[src/rtl/alu_core.sv]
// Registered 16-bit execute-stage ALU: decodes OpCode/funct, computes one result,
// and presents it on res one clock after the operands are applied.
module alu_core (
    input  logic        clk,
    input  logic        rst_n,
    input  logic [4:0]  OpCode,
    input  logic [1:0]  funct,
    input  logic [15:0] Rs,
    input  logic [15:0] Rt,
    input  logic [15:0] Pc,
    input  logic [7:0]  Imm,
    output logic [15:0] res
);

    localparam logic [4:0] OP_JAL   = 5'b00110;
    localparam logic [4:0] OP_JALR  = 5'b00111;
    localparam logic [4:0] OP_SUBI  = 5'b01000;
    localparam logic [4:0] OP_ADDI  = 5'b01001;
    localparam logic [4:0] OP_ANDNI = 5'b01010;
    localparam logic [4:0] OP_XORI  = 5'b01011;
    localparam logic [4:0] OP_BNEZ  = 5'b01100;
    localparam logic [4:0] OP_BEQZ  = 5'b01101;
    localparam logic [4:0] OP_BLTZ  = 5'b01110;
    localparam logic [4:0] OP_BGEZ  = 5'b01111;
    localparam logic [4:0] OP_ST    = 5'b10000;
    localparam logic [4:0] OP_LD    = 5'b10001;
    localparam logic [4:0] OP_SLBI  = 5'b10010;
    localparam logic [4:0] OP_STU   = 5'b10011;
    localparam logic [4:0] OP_ROLI  = 5'b10100;
    localparam logic [4:0] OP_SLLI  = 5'b10101;
    localparam logic [4:0] OP_RORI  = 5'b10110;
    localparam logic [4:0] OP_SRLI  = 5'b10111;
    localparam logic [4:0] OP_LBI   = 5'b11000;
    localparam logic [4:0] OP_BTR   = 5'b11001;
    localparam logic [4:0] OP_RSHFT = 5'b11010;
    localparam logic [4:0] OP_RALU  = 5'b11011;
    localparam logic [4:0] OP_SEQ   = 5'b11100;
    localparam logic [4:0] OP_SLT   = 5'b11101;
    localparam logic [4:0] OP_SLE   = 5'b11110;
    localparam logic [4:0] OP_SCO   = 5'b11111;

    localparam logic [1:0] SH_ROL = 2'b00;
    localparam logic [1:0] SH_SLL = 2'b01;
    localparam logic [1:0] SH_ROR = 2'b10;

    logic [15:0] s_imm5;
    logic [15:0] z_imm5;
    logic [15:0] s_imm8;
    logic [15:0] addr_sum;
    logic [16:0] rr_sum;
    logic [3:0]  sh_amt;
    logic [4:0]  sh_inv;
    logic [1:0]  sh_sel;
    logic [15:0] sh_out;
    logic [15:0] rev;
    logic        lt_s;
    logic        eq;
    logic [15:0] res_d;
    logic [15:0] res_q;

    assign s_imm5   = {{11{Imm[4]}}, Imm[4:0]};
    assign z_imm5   = {11'd0, Imm[4:0]};
    assign s_imm8   = {{8{Imm[7]}}, Imm};
    assign addr_sum = Rs + s_imm5;
    // 17-bit sum gives both ADD's result and SCO's carry-out.
    assign rr_sum   = {1'b0, Rs} + {1'b0, Rt};
    assign lt_s     = $signed(Rs) < $signed(Rt);
    assign eq       = (Rs == Rt);

    // One shifter serves both forms: immediate shift opcodes' low two bits
    // use the same ROL/SLL/ROR/SRL encoding as funct.
    assign sh_amt = (OpCode == OP_RSHFT) ? Rt[3:0] : Imm[3:0];
    assign sh_sel = (OpCode == OP_RSHFT) ? funct   : OpCode[1:0];
    assign sh_inv = 5'd16 - {1'b0, sh_amt};

    always_comb begin
        // NOTE: every combinational output gets a default first so no path
        // through the block can leave it unassigned and infer a latch.
        sh_out = Rs >> sh_amt;
        case (sh_sel)
            SH_ROL:  sh_out = (Rs << sh_amt) | (Rs >> sh_inv);
            SH_SLL:  sh_out = Rs << sh_amt;
            SH_ROR:  sh_out = (Rs >> sh_amt) | (Rs << sh_inv);
            default: sh_out = Rs >> sh_amt;
        endcase
    end

    always_comb begin
        rev = '0;
        for (int i = 0; i < 16; i++) begin
            rev[i] = Rs[15-i];
        end
    end

    always_comb begin
        res_d = 16'h0000;
        case (OpCode)
            OP_JAL, OP_JALR:         res_d = Pc;
            OP_SUBI:                 res_d = s_imm5 - Rs;
            OP_ADDI, OP_ST, OP_LD,
            OP_STU:                  res_d = addr_sum;
            OP_ANDNI:                res_d = Rs & ~z_imm5;
            OP_XORI:                 res_d = Rs ^ z_imm5;
            OP_BNEZ:                 res_d = {15'd0, (Rs != 16'd0)};
            OP_BEQZ:                 res_d = {15'd0, (Rs == 16'd0)};
            OP_BLTZ:                 res_d = {15'd0, Rs[15]};
            OP_BGEZ:                 res_d = {15'd0, ~Rs[15]};
            OP_SLBI:                 res_d = {Rs[7:0], Imm};
            OP_ROLI, OP_SLLI,
            OP_RORI, OP_SRLI,
            OP_RSHFT:                res_d = sh_out;
            OP_LBI:                  res_d = s_imm8;
            OP_BTR:                  res_d = rev;
            OP_RALU: begin
                case (funct)
                    2'b00:   res_d = rr_sum[15:0];
                    2'b01:   res_d = Rt - Rs;
                    2'b10:   res_d = Rs ^ Rt;
                    default: res_d = Rs & ~Rt;
                endcase
            end
            OP_SEQ:                  res_d = {15'd0, eq};
            OP_SLT:                  res_d = {15'd0, lt_s};
            OP_SLE:                  res_d = {15'd0, lt_s | eq};
            OP_SCO:                  res_d = {15'd0, rr_sum[16]};
            default:                 res_d = 16'h0000;
        endcase
    end

    // NOTE: sequential state uses non-blocking assignments so every flop
    // samples its input from before the edge, independent of block order.
    always_ff @(posedge clk or negedge rst_n) begin
        if (!rst_n) begin
            res_q <= 16'h0000;
        end else begin
            res_q <= res_d;
        end
    end

    assign res = res_q;

endmodule

[config.mk]
export PLATFORM = sky130hd
export DESIGN_NAME = alu_core
export DESIGN_NICKNAME = d
export VERILOG_FILES = /design/src/rtl/alu_core.sv
export SDC_FILE = /design/constraint.sdc
export NUM_CORES = 1
export LEC_CHECK = 0
export ABC_AREA = 1
export CORE_UTILIZATION = 60
export CTS_CLUSTER_DIAMETER = 60
export CTS_CLUSTER_SIZE = 20
export DETAILED_ROUTE_END_ITERATION = 10
export HOLD_SLACK_MARGIN = 0.12
export PLACE_DENSITY = 0.87
export SLEW_MARGIN = 5
export SYNTH_ARGS = -nofsm -noshare
export SYNTH_HDL_FRONTEND = slang
export SYNTH_SLANG_ARGS = --single-unit
[constraint.sdc]
create_clock -name clk -period 0.8 [get_ports clk]
set_clock_uncertainty 0.1 [all_clocks]
set_input_delay 0.2 -clock clk [delete_from_list [all_inputs] [get_ports clk]]
set_output_delay 0.2 -clock clk [all_outputs]
set_load 0.02 [all_outputs]
==> impl_metrics.py, run 1 <==
metrics = {
    "run_status": {
        "run_status": "stopped before the end",
        "haltStage": "clock tree synthesis (4_1_cts)",
        "tool.error": "[ERROR DPL-0038] Utilization greater than 100%, impossible to legalize",
    },
    "placement": {
        "dp.cells": 1904,
        "gp_congestion": 1.21,
        "post-place-ws_ps": -2680,
        "place_hpwl_um": 32400,
        "port_buffers": 80,
    },
    "logic_synthesis": {
        "async_flop_share_pct": 100,
        "ys_seq_elements": 16,
        "synth_seq_area_share_pct": 5.40,
        "netlist-cell-type-count": 51,
        "syn-cell-area_um2": 7420,
        "synth_ff_type": "dfrtp_1",
        "synthesis.instances": 1398,
        "synth_edf_count": 0,
        "ys_warn_count": 0,
        "syn-num-nets": 1539,
        "syn_area_per_cell_um2": 5.31,
    },
    "clock_network": {
        "cts_sinks": 16,
        "cts_resized": 421,
        "cts_root_buffer": "clkbuf_16",
        "max-clock-path-buffers": 2,
        "cts_inserted_buffers": 3,
        "htreeDepth": 1,
        "cts-hold-fix-buffers": 0,
        "cts_setup_buffers": 45,
    },
    "floorplanning": {
        "ios": 81,
        "rows": 40,
        "die_x_um": 113,
        "die_h_um": 113,
        "start_util_pct": 61.8,
    },
}
-- stage by stage --
stage	cell area (µm²)	setup TNS (ps)
after floorplan	7540	-23550
after global placement	10800	-42330
after detailed placement	10800	-46740
-- kinds of logic after synthesis --
family                   count (synthesis)  share of synthesized area (%)
flip-flops                              16                           5.40
AO/OA/AOI/OAI                          248                           19.4
buffers and inverters                  194                           11.0
XOR/XNOR                                19                           2.24
adder cells (fa/ha/maj)                 76                           13.1
AND/OR/NAND/NOR                        845                           48.8
-- synth_stat cells (6+ instances only) --
master     number  area share, %
a21boi_0        6           0.61
a21oi_1        87            5.9
buf_2          12           0.81
buf_4           6           0.61
clkbuf_1       24            1.2
dfrtp_1        16            5.4
ha_1           73             12
inv_1         135            6.8
nand2_1       475             24
nand3_1       204             14
nand4_1        24            2.0
nor2_1        106            5.4
nor3_1         11           0.74
o2111ai_1       6           0.71
o211ai_1       13            1.3
o21ai_0        81            5.5
o21ai_1        11           0.74
o21bai_1        6           0.61
o221ai_1        6           0.71
xor2_1         18            2.1
==> run 2, diff against run 1 <==
Settings changed: CORE_UTILIZATION 60 to 40, CTS_CLUSTER_DIAMETER 60 to not set, CTS_CLUSTER_SIZE 20 to not set, HOLD_SLACK_MARGIN 0.12 to not set, PLACE_DENSITY 0.87 to not set, PLACE_DENSITY_LB_ADDON set to 0.15.
==> impl_metrics.py, run 2 <==
metrics = {
    "worst_setup_path": {
        "max_stage_delay_ps": 340,
        "crit_chain": "buf_6 > clkinvlp_4 > ha_4 > nand2_4 > nor3_4 > buf_4 > buf_6 > nor2_4 > xor2_2 > ha_1 > nand2_2 > o21ai_2 > a21oi_2 > buf_4 > o21bai_4 > nand2_1 > nand2_1 > o221ai_2 > a21oi_2 > nand2_2",
        "crit_type": "in2reg",
        "cp-end-kind": "register",
        "crit_fanout": 4,
        "cp.arrival_ps": 2800,
        "required_ps": 830,
        "cpLargestDelayFamily": "buffers and inverters",
        "crit_path_start_kind": "input port",
        "worst-path-buf-inv": 5,
        "cpMaxStageDelayCell": "ha_1",
    },
    "detailed_routing": {
        "wl_per_cell_um": 19.7,
        "drtAntennaViolNets": 0,
        "avgViaCountPerCell": 5.78,
        "dr.pass1.iters": 10,
        "wirelength_um": 41500,
        "vias": 12200,
        "drt_iter0_markers": 1471,
        "remaining_drc_errors": 8,
    },
    "placement": {
        "placement.cell_area_um2": 11200,
        "place_hpwl_um": 32500,
        "port_buffers": 80,
        "gp_congestion": 1.06,
    },
    "sta": {
        "maxSlewHeadroom_pct": 65.6,
        "finalCriticalPeriod_ps": 2770,
        "setup_viol": 32,
        "rsz0062_at_grt": "yes",
        "hold_slack_ps": 186,
        "setup_ws_ps": -1970,
        "hold_viol_final": 0,
        "post-route-period-util_pct": 346,
        "worst_pin_slew_ps": 512,
        "fmax_ghz": 0.361,
        "timing_max_transition_violations_final": 0,
    },
    "grt": {
        "grt_use_met3_pct": 5.92,
        "grt_pass1_wl_um": 61100,
        "grt-busiest-layer": "met2",
        "met2_usage_pct": 61.7,
        "grt_usage_pct": 41.0,
        "first_global_vias": 11000,
        "grt-ovfl-total": 0,
        "gr-usage-met1_pct": 59.2,
        "grt_max_degree": 23,
        "antenna_found_initial": 0,
    },
    "run_status": {
        "run_status": "complete, but fails checks",
        "violations": "design-rule violations, negative setup slack",
    },
    "clock_network": {
        "clk_pin_slew_ps": 50,
        "cts_tree": "built",
        "max-clock-path-buffers": 2,
        "cts_sinks": 16,
        "htreeDepth": 1,
        "cts_inserted_buffers": 3,
        "cts_root_buffer": "clkbuf_16",
    },
    "logic_synthesis": {
        "synth_area_leaders": "nand2_1, nand3_1, ha_1",
        "yosysMostFrequentCell": "nand2_1",
        "synth_seq_area_share_pct": 5.40,
        "synth_top_area_share_pct": 24.0,
        "syn-cell-area_um2": 7420,
        "synthTopCellsByCount": "nand2_1, nand3_1, inv_1",
        "netlist-cell-type-count": 51,
        "synth_ff_type": "dfrtp_1",
        "syn-num-nets": 1539,
        "synth_edf_count": 0,
        "syn_area_per_cell_um2": 5.31,
        "async_flop_share_pct": 100,
        "synthesis.instances": 1398,
        "synth_top_area_cell": "nand2_1",
        "ys_seq_elements": 16,
        "ys_warn_count": 0,
    },
    "final_layout": {
        "areaGrowthSynthToFinish_pct": 78.2,
        "mostFrequentLayoutCells": "nand2_1, buf_4, nand3_1",
        "nFillCells": 1553,
        "largest_reg_flops": 16,
        "area.sequential_um2": 400,
        "drive_gt1_share_pct": 38.0,
        "antenna_cells": 0,
        "final_common_cell": "nand2_1",
        "multiInputGateArea_um2": 7340,
        "stdcell_area_um2": 13200,
        "num-nets-final": 2018,
    },
    "floorplanning": {
        "ios": 81,
        "start_util_pct": 41.0,
        "die_h_um": 138,
        "rows": 49,
        "die_x_um": 138,
        "die_area_um2": 19100,
        "core_area_um2": 18100,
    },
    "job": {
        "cap_violations": 0,
    },
    "power_and_ir_drop": {
        "peakVddDrop_uv": 676,
        "power_density_nw_per_um2": 937,
        "p_leak_nw": 6.79,
    },
    "worst_hold_path": {
        "hp-class": "in2async",
    },
}
-- run 2: cell counts after synthesis --
Identical to the previous run, type by type.
-- run 2: power breakdown --
part / switching, mW / internal (mW) / leakage [nW] / total (mW)
Clock: 0.331 / 0.760 / 0.0442 / 1.09
Combinational: 5.66 / 4.64 / 6.54 / 10.3
Sequential: 0.0557 / 0.937 / 0.207 / 0.992
-- run 2: worst max-delay path by stage --
stage	from	end	slack (ps)	cells after the start
3_5_place_dp	Rs[0]	res[14]	-2610	20
4_1_cts	Rs[1]	res[14]	-1750	20
5_1_grt	Rs[1]	res[14]	-2040	20
6_report	Rs[1]	res[10]	-1970	20
2_1_floorplan	Rs[1]	res[14]	-1730	19
3_3_place_gp	Rs[0]	res[14]	-2560	20
-- run 2: stage by stage --
stage	setup WS (ps)	setup TNS [ps]	cells	util, %	total power, mW
floorplan	-1730	-23550	1398	-	5.08
global placement	-2560	-44840	2028	62.1	9.12
detailed placement	-2610	-45700	2028	62.1	9.19
CTS	-1750	-29190	2072	68.3	11.1
global route	-2040	-33690	2105	73.1	13.1
finish	-1970	-32610	2105	73.1	12.4
-- run 2: layout make-up --
type	instances	area share [%]
clock buffers	4	0.672
repair buffers	522	34.0
flip-flops and latches	16	3.03
inverters	144	4.63
multi-input cells	1189	55.5
repair inverters	1	0.0473
well taps	229	2.17
-- run 2: repair_timing --
item,in CTS,in global routing
buffers inserted,37,33
hold buffers,0,0
setup endpoints to repair,32,32
gates resized for setup,354,146
cloned,3,2
pin swaps,92,72
-- run 2: logic make-up (layout without fill, tap and decap cells) --
kind of cell	count (synthesis)	after routing	share of synthesized area (%)
AO/OA/AOI/OAI	248	248	19.4
XOR/XNOR	19	19	2.24
adder cells (fa/ha/maj)	76	76	13.1
buffers and inverters	194	671	11.0
flip-flops	16	16	5.40
AND/OR/NAND/NOR	845	846	48.8
-- run 2: metal layers --
metal	vias to the layer above	wire, µm
met5	-	0
met4	0	1910
met3	141	5030
met2	799	17200
met1	5589	17400
li1	5633	-
No activity file was read; power rests on OpenSTA's default activity.
==> run 3, diff against run 2 <==
Settings changed: CORE_MARGIN set to 8.
==> impl_metrics.py, run 3 (synthesis results as in run 2) <==
metrics = {
    "worst_hold_path": {
        "hp-class": "in2async",
    },
    "sta": {
        "fmax_ghz": 0.375,
        "maxSlewHeadroom_pct": 55.4,
        "hold_slack_ps": 186,
        "hold_viol_final": 0,
        "post-route-period-util_pct": 334,
        "timing_max_transition_violations_final": 0,
        "setup_ws_ps": -1870,
        "worst_pin_slew_ps": 665,
        "rsz0062_at_grt": "yes",
        "finalCriticalPeriod_ps": 2670,
        "setup_tns_ps": -32120,
        "setup_viol": 32,
    },
    "worst_setup_path": {
        "max_stage_delay_ps": 310,
        "crit_path_start_kind": "input port",
        "required_ps": 830,
        "cpLargestDelayFamily": "simple AND/OR/NAND/NOR gates",
        "cp-end-kind": "register",
        "worst-path-buf-inv": 7,
        "cpMaxStageDelayCell": "ha_1",
        "crit_chain": "buf_8 > clkinvlp_4 > ha_4 > nand2_4 > nor3_4 > nand3_2 > buf_6 > nor3_4 > nor2_1 > xor2_1 > ha_1 > buf_4 > buf_4 > nor2_1 > o21ai_2 > buf_4 > inv_1 > nand3_1",
        "crit_top_cell": "buf_4",
        "crit_type": "in2reg",
        "cp.arrival_ps": 2700,
        "crit_fanout": 3,
    },
    "clock_network": {
        "htreeDepth": 1,
        "cts-hold-fix-buffers": 0,
        "cts_root_buffer": "clkbuf_16",
        "cts_tree": "built",
        "clk_pin_slew_ps": 60,
        "cts_sinks": 16,
        "cts_inserted_buffers": 3,
        "max-clock-path-buffers": 2,
    },
    "detailed_routing": {
        "drtAntennaViolNets": 0,
        "remaining_drc_errors": 0,
        "avgViaCountPerCell": 5.80,
        "dr.pass1.iters": 6,
        "wl_per_cell_um": 20.3,
        "vias": 12000,
        "drt_iter0_markers": 1159,
        "wirelength_um": 42000,
    },
    "final_layout": {
        "areaGrowthSynthToFinish_pct": 73.7,
        "drive_gt1_share_pct": 36.9,
        "final_common_cell": "nand2_1",
        "largest_reg_flops": 16,
        "antenna_cells": 0,
        "num-nets-final": 1972,
        "utilization_pct": 69.8,
        "mostFrequentLayoutCells": "nand2_1, buf_4, nand3_1",
    },
    "power_and_ir_drop": {
        "power_mw": 12.3,
        "peakVddDrop_uv": 610,
        "power_density_nw_per_um2": 956,
        "p_leak_nw": 6.57,
    },
    "grt": {
        "grt_max_degree": 33,
        "antenna_found_initial": 2,
        "grt_use_met3_pct": 5.62,
        "grt-ovfl-total": 0,
        "met2_usage_pct": 57.4,
        "grt_pass1_wl_um": 63200,
        "grt-busiest-layer": "met2",
        "gr-usage-met1_pct": 39.5,
        "first_global_vias": 11500,
        "grt_usage_pct": 34.1,
    },
    "floorplanning": {
        "die_area_um2": 23200,
        "ios": 81,
        "core_area_um2": 18500,
        "rows": 50,
        "start_util_pct": 40.2,
        "die_h_um": 152,
        "die_x_um": 152,
    },
    "placement": {
        "place_hpwl_um": 32700,
        "post-place-ws_ps": -2700,
        "gp_congestion": 1.02,
        "port_buffers": 80,
    },
    "job": {
        "cap_violations": 0,
    },
    "run_status": {
        "violations": "negative setup slack",
        "run_status": "complete, but fails checks",
    },
}
## run 3: cell count changes in the layout (fill, tap and decap cells not counted), moves of 4 or more
cell,before,now
buf_4,388,351
nand2_2,62,41
nand2_1,400,419
buf_6,55,49
clkdlybuf4s50_1,44,38
dfrtp_1,16,10
dfrtp_2,0,6
inv_2,9,15
o21ai_2,10,16
dlygate4sd2_1,8,12
inv_1,120,116
nor2_1,88,84
nor2_4,12,16
## run 3: power by group
group | leakage, nW | internal (mW) | switching, mW
logic | 6.32 | 4.45 | 5.58
clock network | 0.0442 | 0.763 | 0.394
registers | 0.199 | 0.945 | 0.183
## run 3: routing by layer
metal  part of all wire [%]  routed length [µm]
met1                     37               15400
met4                    8.1                3400
met5                  0.031                  13
met2                     45               19000
met3                    9.9                4150
## run 3: worst max path at each step
stage,startpoint,end,slack (ps),cells after the start
floorplan,Rs[1],res[14],-1730,19
global placement,Rs[0],res[12],-2670,18
detailed placement,Rs[0],res[15],-2700,20
CTS,Rs[0],res[15],-1780,19
global route,Rs[0],res[15],-2020,20
finish,Rs[0],res[12],-1870,18
## run 3: cell type report
type / count / area (µm²)
clock buffers: 4 / 88.8
fillers: 1655 / 5570
inverters: 144 / 589
multi-input cells: 1189 / 7400
flip-flops and latches: 16 / 408
well taps: 234 / 293
repair buffers: 477 / 4110
## run 3: through the flow
stage / instances / area [µm²]
6_report: 2064 / 12900
5_1_grt: 2064 / 12900
4_1_cts: 2048 / 12300
3_5_place_dp: 1998 / 11000
3_3_place_gp: 1998 / 11000
2_1_floorplan: 1398 / 7540
## run 3: timing repair
| action | CTS | global route |
|---|---|---|
| setup buffers | 47 | 16 |
| gates resized for setup | 389 | 109 |
| setup endpoints to repair | 32 | 32 |
| pin swaps | 98 | 82 |
| cloned | 3 | 1 |
